--- config.mk ---
export PLATFORM = sky130hd
export DESIGN_NAME = regbank_scan
export DESIGN_NICKNAME = d
export VERILOG_FILES = /design/src/rtl/regbank_scan.sv
export SDC_FILE = /design/constraint.sdc
export NUM_CORES = 2
export LEC_CHECK = 0
export ABC_AREA = 1
export BUFFER_PORTS_ARGS = -buffer_cell sky130_fd_sc_hd__buf_2
export CORE_AREA = 2 2 427 429
export DETAILED_ROUTE_END_ITERATION = 16
export DIE_AREA = 0 0 429 431
export GPL_TIMING_DRIVEN = 0
export RECOVER_POWER = 50
export SYNTH_ARGS = -nofsm -noshare
export SYNTH_HDL_FRONTEND = slang
export SYNTH_SLANG_ARGS = --single-unit
--- constraint.sdc ---
create_clock -name clk -period 56.7 [get_ports clk]
set_input_delay 14.175 -clock clk [delete_from_list [all_inputs] [get_ports clk]]
set_output_delay 14.175 -clock clk [all_outputs]
set_load 0.01 [all_outputs]
--- src/rtl/regbank_scan.sv ---
// 32 x DATA_W register bank exposed on a flat bus, plus a scan sequencer that
// drives the downstream 32:1 selector (sel_o/en_o). Optional macro: ZERO_REG_EN.
module regbank_scan #(
  parameter int DATA_W     = 32,
  parameter int DIV_CYCLES = 50_000_000,
  parameter int CNT_W      = 26
) (
  input  logic                   clk,
  input  logic                   rst,
  input  logic                   wr_en,
  input  logic [4:0]             wr_addr,
  input  logic [DATA_W-1:0]      wr_data,
  input  logic                   start,
  input  logic                   stop,
  input  logic                   step,
  output logic [32*DATA_W-1:0]   q_flat,
  output logic [4:0]             sel_o,
  output logic                   en_o,
  output logic                   wrap_o,
  output logic [1:0]             dbg_state_o,
  output logic [CNT_W-1:0]       dbg_presc_o
);

  typedef enum logic [1:0] {
    ST_IDLE  = 2'd0,
    ST_RUN   = 2'd1,
    ST_PAUSE = 2'd2
  } state_e;

  localparam logic [CNT_W-1:0] PRESC_LAST = CNT_W'(DIV_CYCLES - 1);

  // Control handshake: start/stop/step are plain levels sampled on every
  // rising edge with priority stop > start > step; there is no ready/ack.
  state_e             state_q, state_d;
  logic [4:0]         sel_q, sel_d;
  logic [CNT_W-1:0]   presc_q, presc_d;
  logic               wrap_q, wrap_d;
  logic               adv;
  logic [DATA_W-1:0]  mem_q [32];

  always_comb begin
    state_d = state_q;
    presc_d = presc_q;
    adv     = 1'b0;
    case (state_q)
      ST_IDLE: begin
        if (stop) begin
          state_d = ST_PAUSE;
        end else if (start) begin
          state_d = ST_RUN;
        end else if (step) begin
          state_d = ST_PAUSE;
          adv     = 1'b1;
        end
      end
      ST_RUN: begin
        // Step is ignored here; stop freezes the prescaler at its current count.
        if (stop) begin
          state_d = ST_PAUSE;
        end else if (presc_q == PRESC_LAST) begin
          presc_d = '0;
          adv     = 1'b1;
        end else begin
          presc_d = presc_q + CNT_W'(1);
        end
      end
      ST_PAUSE: begin
        if (stop) begin
          state_d = ST_PAUSE;
        end else if (start) begin
          state_d = ST_RUN;
        end else if (step) begin
          adv = 1'b1;
        end
      end
      default: state_d = ST_IDLE;
    endcase
    sel_d  = adv ? (sel_q + 5'd1) : sel_q;
    wrap_d = adv && (sel_q == 5'd31);
  end

  always_ff @(posedge clk or posedge rst) begin
    if (rst) begin
      state_q <= ST_IDLE;
      sel_q   <= '0;
      presc_q <= '0;
      wrap_q  <= 1'b0;
    end else begin
      state_q <= state_d;
      sel_q   <= sel_d;
      presc_q <= presc_d;
      wrap_q  <= wrap_d;
    end
  end

  always_ff @(posedge clk or posedge rst) begin
    if (rst) begin
      for (int i = 0; i < 32; i++) begin
        mem_q[i] <= '0;
      end
`ifdef ZERO_REG_EN
    end else if (wr_en && (wr_addr != 5'd0)) begin
`else
    end else if (wr_en) begin
`endif
      mem_q[wr_addr] <= wr_data;
    end
  end

  for (genvar g = 0; g < 32; g++) begin : g_flat
`ifdef ZERO_REG_EN
    if (g == 0) begin : g_zero
      assign q_flat[g*DATA_W +: DATA_W] = '0;
    end else begin : g_word
      assign q_flat[g*DATA_W +: DATA_W] = mem_q[g];
    end
`else
    assign q_flat[g*DATA_W +: DATA_W] = mem_q[g];
`endif
  end

  assign sel_o       = sel_q;
  assign en_o        = (state_q != ST_IDLE);
  assign wrap_o      = wrap_q;
  assign dbg_state_o = state_q;
  assign dbg_presc_o = presc_q;

endmodule

==> impl_results.md <==
- Clock root cell: clkbuf_16
- Avg Cell Area, Syn: 10.3 sq um
- Worst setup SP type: input pin
- Die area: 185,000 sq um
- Placer Congestion: 0.920
- Total clock buffers created by CTS: 115
- Pin count of the biggest net entering global routing: 129
- Most frequent CP cell: clkbuf_1
- Worst R2R End: dbg_presc_o[5]
- Clock power frac: 0.358
- Post-CTS Hold Buffers: 0
- Area contributors post-synth: dfrtp_1 69%, o21ai_0 11%, nand2_1 10%, clkbuf_1 2.3%, o21ai_1 1.3%
- Synth Flop Type: dfrtp_1
- Worst reg2reg path depth: 6
- Final Max Slew Viols: 646
- Cell count after synthesis: 3,745
- Switching power: 717 uW
- Wire per inst: 27.4 microns
- Hold Vio Cnt, Final: 0
- Post-synthesis sequential area ratio: 0.688
- Synth Register Bits: 1,058
- Synthesized area: 38,500 sq um
- Final Skew: 0.0199 ns
- Flop2flop setup slack: 54.38 ns
- Pwr Total: 2190 uW
- Critical-path maximum fanout: 120
- Comb pwr share: 0.193
- Fin nets: 5,018
- Core ar.: 180,000 sq um
- Yosys cell types: 32
- Setup_tns: 0 ns
- Post-CTS setup buffer count: 0
- Max-cap violation count: 11
- Fraction of registers with async set/reset: 1.00
- DIE HEIGHT: 431 microns
- Starting Density: 0.214
- Internal: 1470 uW
- Final Critical Period: 27.71 ns
- Area Growth Syn to Fin: 29.5%
- DRC: 0
- Compound-Gate Fraction of Synth Area: 0.138
- Crit path DAT: 28.54 ns
- Vias in the first global route: 32,900
- Max stage delay on crit path: 4.53 ns
- Final WL: 204,000 microns
- Maximum VDD drop: 0.0237 mV
- Simple-gate share of the synthesized area: 0.132
- Final period utilization: 0.489
- Global route overflow: 0
- Worst R2R Start: dbg_state_o[0]
- CTS H-tree depth: 3
- First-pass GRT wire length: 275,000 microns
- Mux contribution to synthesized area: 0
- ANT nets after route: 0
- Vias per std cell: 4.67
- Post-Synth Adder-Cell Area: 0.000976
- First-pass detailed-route iteration total: 5
- PortBufs: 1,101
- Synth Area in XOR/XNOR: 0.00159
- Pwr Density: 44.0 nW/um^2
- Run status: complete, but fails checks
- Cell Chain, Critical Path: buf_2 > clkinvlp_2 > clkbuf_1 > clkbuf_1 > clkbuf_1 > buf_16 > buf_16
- Switching Share: 0.327
- Commonest non-fill, non-tap cell in the layout: clkbuf_1
- Clock-pin transition on the worst setup and hold timing paths: 0.06 ns
- Hold Path Origin: q_flat[957]
- Row count: 156
- CTS tree: yes
- # clock sinks: 1,058
- Critical path required time: 57.54 ns
- Via count: 34,800
- Largest family of logic cells by synthesized area: compound AO/OA/AOI/OAI gates
- Failing checks: max-capacitance violations, max-slew violations
- Tot GR Track Use: 0.214
- Critical path class: in -> async
- Relative slew margins: -3.38
- Type of the most critical hold path: reg -> reg
- Cell accounting for the most synthesized area: dfrtp_1
- Worst-skew pair later-pin latency: 0.77 ns
- Hold path depth: 2
- Final setup fails: 0
- RSZ-0062 raised after global routing: no
- CP Capture Type: asynchronous set/reset pin
- Synth warn: 0
- Initial antenna violation count: 41
- Number of flops mapped to enable cells by yosys: 0
- DP HPWL: 156,000 microns
- Fraction of layout cells with a size suffix above 1: 0.104
- Fmax: 36.1 MHz
- Measured slew at the worst slew-check pin: 6.57 ns
- Most frequent cells in the layout: 1,144 x clkbuf_1, 1,059 x nand2_1, 1,058 x dfrtp_1
- Ports: 1,102
- Clock Path Buffers: 3
- Die Wd: 429 microns
- Syn nets: 3,791
- Sequential Power Share: 0.448
- Synth top area share: 0.688
- Starting DRT DRC Count: 3,477
- Post-cts resize count: 0
- Slowest-stage cell, CP: clkbuf_1
- Hold Path End: q_flat[957]
- Lkg Pwr: 0.0227 uW
cell usage after synthesis, types with 2 or more instances:
library cell	n
dfrtp_1	1058
nand2_1	1053
o21ai_0	869
clkbuf_1	232
nor2_1	127
o21ai_1	97
inv_1	70
a21oi_1	44
buf_2	37
nand3_1	30
nand2_2	29
a21oi_2	25
clkbuf_2	12
nor3_4	10
buf_6	9
inv_2	7
nand4_1	7
nor3_1	5
xor2_1	5
ha_1	3
and3_1	2
nor2_8	2
nor3_2	2
xnor2_1	2
worst max-delay path by stage:
| stage | start | end |
|---|---|---|
| 2_1_floorplan | rst | dbg_presc_o[0] |
| 4_1_cts | rst | q_flat[471] |
| 3_3_place_gp | rst | q_flat[443] |
| 6_report | rst | q_flat[471] |
| 3_5_place_dp | rst | q_flat[672] |
| 5_1_grt | rst | q_flat[996] |
cell families after synthesis:
logic type | Yosys count
DFF | 1058
adders and majority gates | 3
AOI/OAI and AO/OA | 1040
and+or+nand+nor | 1269
xor gates and xnor gates | 7
buffers and inverters | 368
routing by layer:
layer / global-route usage / wire length, microns / vias to the layer above
li1: - / - / 14700
met3: 0.0611 / 18100 / 470
met4: 0.0882 / 9870 / 14
met2: 0.357 / 98000 / 1836
met1: 0.258 / 78300 / 17700
met5: 0 / 89 / -
metrics by stage:
stage | hold WS [ns] | instance area, sq um | instances | setup WS (ns) | utilization
4_1_cts | 0.482 | 51200 | 7438 | 40.18 | 0.284
6_report | 0.477 | 49800 | 7450 | 29.00 | 0.277
3_3_place_gp | 0.460 | 47000 | 7216 | 1.14 | 0.261
3_5_place_dp | 0.468 | 47200 | 7225 | 39.32 | 0.262
5_1_grt | 0.498 | 49800 | 7439 | 26.28 | 0.276
2_1_floorplan | 0.519 | 38500 | 3745 | 12.74 | -
layout make-up:
type	count	area, sq um
fillers	19600	130000
flip-flops and latches	1058	26500
multi-input cells	2319	10400
repair buffers	1110	4540
clock buffers	163	3410
well taps	2370	2970
plain buffers	290	1170
clock inverters	50	556
inverters	78	295
diodes	12	30.0
power by group through the flow:
| stage | Combinational [uW] | Clock [uW] | Sequential, uW |
|---|---|---|---|
| floorplan | 129 | 0 | 1050 |
| global placement | 452 | 0 | 988 |
| detailed placement | 462 | 0 | 987 |
| CTS | 463 | 800 | 976 |
| global route | 460 | 829 | 998 |
| finish | 424 | 785 | 983 |
state kept, by name, indices dropped and copies added, names as in the netlist:
signal and flops:
q_flat 1024, dbg_presc_o 26, sel_o 5, dbg_state_o 2
wrap_o 1
critical path, delay by kind of cell:
kind	cells	cell delay [ns]
buf+inv	7	13.71
No activity file was read; power rests on OpenSTA's default activity.
